## src/rtl/tnn_infer_sequencer.sv

```systemverilog
// Serial front-end for the 7x2-bit approximate classifier: packs feature beats, settles, returns class.
// Optional result statistics counters are enabled by defining TNN_SEQ_STATS_EN.
module tnn_infer_sequencer #(
  parameter int N_FEAT = 7,
  parameter int FEAT_W = 2,
  parameter int SETTLE = 1,
  parameter int CNT_W  = 16
) (
  input  logic                     clk,
  input  logic                     rst_n,
  input  logic                     s_valid,
  output logic                     s_ready,
  input  logic [FEAT_W-1:0]        s_data,
  input  logic                     s_last,
  output logic [N_FEAT*FEAT_W-1:0] core_vec,
  input  logic                     core_out,
  output logic                     m_valid,
  input  logic                     m_ready,
  output logic                     m_class,
  output logic                     m_err,
  input  logic                     stat_clr,
  output logic [CNT_W-1:0]         stat_total,
  output logic [CNT_W-1:0]         stat_pos
);

  localparam int IDX_W = (N_FEAT > 1) ? $clog2(N_FEAT) : 1;

  typedef enum logic [1:0] {ST_LOAD, ST_DRAIN, ST_SETTLE, ST_RESP} state_t;

  state_t           state, state_nxt;
  logic [IDX_W-1:0] idx;
  logic [1:0]       scnt;
  logic             err;
  logic             beat_acc, last_slot, settle_done, res_hs;

  always_comb begin
    beat_acc    = s_valid & s_ready;
    last_slot   = (idx == IDX_W'(N_FEAT - 1));
    settle_done = (state == ST_SETTLE) && (scnt == 2'(SETTLE - 1));
    res_hs      = (state == ST_RESP) && m_valid && m_ready;
  end

  always_comb begin
    state_nxt = state;
    case (state)
      ST_LOAD: begin
        if (beat_acc) begin
          if (last_slot)   state_nxt = s_last ? ST_SETTLE : ST_DRAIN;
          else if (s_last) state_nxt = ST_SETTLE;
        end
      end
      ST_DRAIN:  if (beat_acc && s_last) state_nxt = ST_SETTLE;
      ST_SETTLE: if (settle_done)        state_nxt = ST_RESP;
      ST_RESP:   if (res_hs)             state_nxt = ST_LOAD;
      default:                           state_nxt = ST_LOAD;
    endcase
  end

  // s_ready is a flop fed from the next state, so it never depends combinationally on m_ready
  always_ff @(posedge clk or negedge rst_n) begin
    if (!rst_n) begin
      state   <= ST_LOAD;
      s_ready <= 1'b0;
    end else begin
      state   <= state_nxt;
      s_ready <= (state_nxt == ST_LOAD) || (state_nxt == ST_DRAIN);
    end
  end

  always_ff @(posedge clk or negedge rst_n) begin
    if (!rst_n) begin
      idx      <= '0;
      scnt     <= '0;
      err      <= 1'b0;
      core_vec <= '0;
      m_valid  <= 1'b0;
      m_class  <= 1'b0;
      m_err    <= 1'b0;
    end else begin
      if (res_hs)
        idx <= '0;
      else if (state == ST_LOAD && beat_acc && !last_slot)
        idx <= idx + 1'b1;

      scnt <= (state == ST_SETTLE) ? scnt + 1'b1 : 2'd0;

      if (state == ST_LOAD && beat_acc) begin
        if (last_slot)   err <= ~s_last;
        else if (s_last) err <= 1'b1;
        else             err <= 1'b0;
        // a short frame zero-fills every slot above the final beat
        for (int k = 0; k < N_FEAT; k++) begin
          if (k == int'(idx))
            core_vec[FEAT_W*k +: FEAT_W] <= s_data;
          else if (s_last && k > int'(idx))
            core_vec[FEAT_W*k +: FEAT_W] <= '0;
        end
      end

      if (settle_done) begin
        m_valid <= 1'b1;
        m_class <= core_out & ~err;
        m_err   <= err;
      end else if (res_hs) begin
        m_valid <= 1'b0;
      end
    end
  end

`ifdef TNN_SEQ_STATS_EN
  always_ff @(posedge clk or negedge rst_n) begin
    if (!rst_n) begin
      stat_total <= '0;
      stat_pos   <= '0;
    end else if (stat_clr) begin
      stat_total <= '0;
      stat_pos   <= '0;
    end else if (res_hs) begin
      if (stat_total != '1) stat_total <= stat_total + 1'b1;
      if (m_class && !m_err && stat_pos != '1) stat_pos <= stat_pos + 1'b1;
    end
  end
`else
  logic unused_stat_clr;
  assign unused_stat_clr = stat_clr;
  assign stat_total      = '0;
  assign stat_pos        = '0;
`endif

endmodule

```

## config.mk

```make
export PLATFORM = sky130hd
export DESIGN_NAME = tnn_infer_sequencer
export DESIGN_NICKNAME = d
export VERILOG_FILES = /design/src/rtl/tnn_infer_sequencer.sv
export SDC_FILE = /design/constraint.sdc
export NUM_CORES = 1
export LEC_CHECK = 0
export BUFFER_PORTS_ARGS = -buffer_cell sky130_fd_sc_hd__buf_4
export CAP_MARGIN = 40
export CORE_ASPECT_RATIO = 2
export CORE_MARGIN = 10
export CORE_UTILIZATION = 54
export CTS_BUF_LIST = sky130_fd_sc_hd__clkbuf_4
export CTS_CLUSTER_DIAMETER = 60
export DETAILED_ROUTE_END_ITERATION = 8
export PLACE_DENSITY = 0.95
export SYNTH_ARGS = -nofsm -noshare
export SYNTH_HDL_FRONTEND = slang
export SYNTH_SLANG_ARGS = --single-unit
```

## constraint.sdc

```tcl
create_clock -name clk -period 4.94 [get_ports clk]
set_input_delay 0.741 -clock clk [delete_from_list [all_inputs] [get_ports clk]]
set_output_delay 0.741 -clock clk [all_outputs]
set_load 0.01 [all_outputs]
```

**Word-level counts from Yosys, hierarchy flattened**

Cells that the tools add are included.

- Input port bits: 9
- Bits in registers: 26
- Logic and storage cells: 98
- Output and inout bits: 50

- Reduce and logical (&&, ||, !) cells: 33
- Eq/ne operators: 11
- Mux-type cells: 27
- Add/sub/neg operators: 2
- Bitwise operators: 4
- Magnitude comparators: 6

Operators by type and width:

| operator | number |
|---|---|
| 2-bit 2-to-1 mux | 20 |
| 2-bit nonzero test | 8 |
| 2-bit AND reduction | 7 |
| 3-bit equality test, first input constant | 4 |
| 1-bit logical AND | 12 |
| 3-bit greater-than comparator, first input constant | 3 |
| 2-bit case mux with 4 select lines | 1 |
| 2-bit by 3-bit equality test with 1-bit output, first input constant | 2 |
| 2-bit by 3-bit greater-than comparator with 1-bit output, first input constant | 2 |
| 2-bit zero test | 3 |
| 3-bit 2-to-1 mux | 2 |
| 2-bit by 1-bit equality test with 1-bit output, second input constant | 2 |
| 2-bit equality test, second input constant | 2 |
| 1-bit 2-to-1 mux | 4 |
| 3-bit by 1-bit adder with 3-bit output, second input constant | 1 |
| 3-bit equality test, second input constant | 1 |
| 1-bit by 3-bit greater-than comparator with 1-bit output, first input constant | 1 |
| 3-bit zero test | 1 |
| 2-bit by 1-bit adder with 2-bit output, second input constant | 1 |
| 1-bit AND | 2 |
| 1-bit NOT | 2 |
| 1-bit zero test | 1 |
| 1-bit logical OR | 1 |

**Logic depth before layout (Yosys ltp)**

- Depth after elaboration: 7
- Mapped depth: 6
- Gate-level depth less buffers: 5

**Least setup slack after synthesis**

No wires, ideal clock.

- Path kind: reg-to-reg
- From: register idx[0]
- To: register state[0]
- Data arrival time: 1.497 ns
- Data required time: 4.819 ns
- Clock period less this slack: 1.618 ns
- Setup time: 0.121 ns
- Stages on the path, launching flop included: 7
- Path slack: 3.322 ns
- Path buffers: 1
- Path through: dfrtp_1 -> inv_1 -> ha_1 -> and2_1 -> clkbuf_2 -> a31o_2 -> a22o_1

- Word-level cells in the longest chain between the ends: 4

RTL lines:

| element | line | text |
|---|---|---|
| from (decl) | 31 | `logic [IDX_W-1:0] idx;` |
| from (signal assigned) | 83 | `idx <= idx + 1'b1;` |
| 3-bit equality test | 38 | `last_slot = (idx == IDX_W'(N_FEAT - 1));` |
| 2-bit 2-to-1 mux | 48 | `if (last_slot) state_nxt = s_last ? ST_SETTLE : ST_DRAIN;` |
| 2-bit 2-to-1 mux | 47 | `if (beat_acc) begin` |
| 2-bit case mux with 4 select lines | 45 | `case (state)` |
| net state_nxt[0] | 30 | `state_t state, state_nxt;` |
| to (signal assigned) | 65 | `state <= state_nxt;` |
| to (decl) | 30 |  |

The timed path passes the listed nets, and every way through them passes these cells.
A chain may end at the register's enable or synchronous reset.

**Worst setup path in the final report**

- From: register state[1]
- To: register core_vec[5]

- Word-level cells in the longest chain between the ends: 3

RTL lines:

| element | line | text |
|---|---|---|
| 2-bit zero test | 87 | `if (state == ST_LOAD && beat_acc) begin` |
| 1-bit logical AND | 87 |  |
| 2-bit AND reduction (no source line) | - |  |
| to (signal, indexed assignment) | 94 | `core_vec[FEAT_W*k +: FEAT_W] <= s_data;` |
| to (decl) | 15 | `output logic [N_FEAT*FEAT_W-1:0] core_vec,` |

Every way passes these cells.

==> impl_metrics.tcl <==
set metrics [dict create \
    fin_area_um2 1610 \
    critPathCaptureType "register" \
    rsz0062_at_grt "false" \
    clk_path_buf_depth 2 \
    overflow 0 \
    grt_pass1_vias 1191 \
    antenna_found_initial 0 \
    finalWirelength_mm 3.27 \
    drive_gt1_share_pct 18.5 \
    syn_inst 152 \
    period_minus_slack_ns 1.78 \
    worstSetupStartpoint "state[1]" \
    p_total_w 0.000771 \
    hold_buffers 0 \
    core_um2 2740 \
    power.share.switching_pct 38.6 \
    arrival_ns 2.04 \
    p_leak_nw 0.806 \
    synth_cell_types 38 \
    fp.dieH_um 95.4 \
    initial_utilization_pct 56.1 \
    reg2reg_depth 3 \
    cts_resized 0 \
    max_slew_margin_pct 63.9 \
    switchingPower_w 0.000298 \
    avgRoutedWirePerCell_um 16.2 \
    stdcell_count 202 \
    cp-start-kind "register" \
    dr.pass1.iters 4 \
    ir_drop_v 0.000256 \
    synth_top_area_cell "dfrtp_1" \
    fin_crit_sh_pct 36.0 \
    clkLatencyLatePin_ns 0.31 \
    fin_tns_setup_ns 0 \
    powerDensity_nw_per_um2 477 \
    routabilityCongestion 0.815 \
    final_common_cell "conb_1" \
    crit_path_max_fanout 13 \
    ant_nets 0 \
    grt_pass1_wl_mm 5.26 \
    max_freq_ghz 0.562 \
    cts-root-buf "clkbuf_4" \
    synth_area_leaders "dfrtp_1 42%, buf_4 16%, ha_1 4.9%" \
    fin_nets 189 \
    vias 1115 \
    clkPwrFrac_pct 11.6 \
    cts_made_buffers 3 \
    ios 59 \
    hold_viol_final 0 \
    cts.htree.levels 1 \
    fp-row-count 27 \
    final_cell_mix "32 x conb_1, 26 x dfrtp_1, 25 x buf_4" \
    comb_power_share_pct 41.1 \
    hpwlAfterDp_mm 2.63 \
    hold_path.class "in2async" \
    placed_cell_area_um2 1590 \
    port_buffers 25 \
    grt_usage_pct 11.6 \
    area_delta_synth_final_pct 5.13 \
    clkTransAtPathRegs_ns 0.13 \
    synth_enable_flop_cells 0 \
    ys_ff_latch 26 \
    synth_top_area_share_pct 42.4 \
    syn_area_per_cell_um2 10.1 \
    maxCapViolCount 0 \
    reg2reg_to "core_vec[5]" \
    post_cts.repair.setup_buffers 0 \
    tightest_slew_ns 0.539 \
    dpl.cell_count 198 \
    initialDrtViolationCount 34 \
    setup_violations 0 \
    drc 0 \
    synth-async-reset-ratio_pct 100 \
    die-area_um2 5500 \
    die_x_um 57.7 \
    tritoncts "built" \
    p_int_w 0.000473 \
    status "finished clean" \
    clkSinkCount 26 \
    via_per_inst 5.52 \
    crit_required_ns 5.20 \
    grt_max_degree 27 \
    antennaDiodeCount 0 \
    seq_area_frac_synth_pct 42.4 \
    power_frac_seq_pct 47.3 \
    rrSetupSlack_ns 3.16 \
    drv_slew 0 \
    synth_area_um2 1540 \
    worstSetupPathType "reg2reg" \
    ys.flop_type "dfrtp_1" \
    skew_ns 0.00375 \
    synth_warnings 0 \
    worst_hold_slack_ns 0.305 \
    reg2reg_from "state[1]" \
]
==> cells in the mapped netlist, drive strengths merged, types with 2 or more instances <==
cell type and n:
a21oi 2, a31oi 2, a32o 4, buf 36, clkbuf 3, dfrtp 26, ha 6, inv 8
mux2 3, nand2 12, nand2b 2, nand3 7, nand4 3, nor2 3, nor2b 2, nor3b 2
o211ai 5, o21ai 7, o2bb2ai 4, o311ai 2
==> through the flow <==
stage,setup WS (ns),utilization [%]
2_1_floorplan,3.32,-
3_3_place_gp,2.97,58.0
3_5_place_dp,2.95,58.0
4_1_cts,3.17,59.0
5_1_grt,3.00,59.0
6_report,3.16,59.0
==> sequential cells by signal, summed over array words and instances (netlist names) <==
register	count
m_err	1
err	1
scnt	2
m_class	1
m_valid	1
s_ready	1
idx	3
state	2
core_vec	14
==> power groups by stage <==
stage          Sequential [W]  Combinational, W  Clock [W]
6_report             0.000365          0.000317  0.0000893
5_1_grt              0.000381          0.000352   0.000100
4_1_cts              0.000365          0.000319  0.0000934
3_5_place_dp         0.000370          0.000318          0
3_3_place_gp         0.000364          0.000305          0
2_1_floorplan        0.000361          0.000224          0
==> area by class of cell <==
class | instances | area [um^2]
Fill cell | 249 | 1120
Multi-Input combinational cell | 110 | 683
Sequential cell | 26 | 651
Timing Repair Buffer | 25 | 188
Tap cell | 29 | 36.3
Inverter | 8 | 30.0
Clock buffer | 3 | 22.5
Clock inverter | 1 | 3.75
==> critical path: stages (launching register included) <==
cell and delay, ns:
dfrtp_1 0.50, nand4bb_1 0.58, nor2_1 0.43, a32o_1 0.22
==> layer usage <==
metal / global-route usage (%) / up-vias / wire, um
li1: - / 509 / -
met3: 2.80 / 6 / 204
met4: 6.69 / 0 / 73
met2: 21.9 / 46 / 1830
met1: 10.8 / 554 / 1150
met5: 0 / - / 0
==> cells by family after synthesis <==
| logic type | Yosys count | share of synthesized area, % |
|---|---|---|
| buf+inv | 47 | 20.7 |
| simple gates | 36 | 12.8 |
| fa+ha+maj | 6 | 4.89 |
| flops | 26 | 42.4 |
| other cells | 1 | 0.244 |
| mux | 3 | 2.20 |
| compound gates | 32 | 16.2 |
| xor+xnor | 1 | 0.571 |
==> how the worst max path moves through the flow <==
stage / end / slack (ns) / cells after the start
floorplan: state[0] / 3.32 / 6
global placement: core_vec[10] / 2.97 / 4
detailed placement: core_vec[10] / 2.95 / 4
CTS: core_vec[5] / 3.17 / 3
global route: core_vec[3] / 3.00 / 3
finish: core_vec[5] / 3.16 / 3
(Power assumes the default switching activity.)
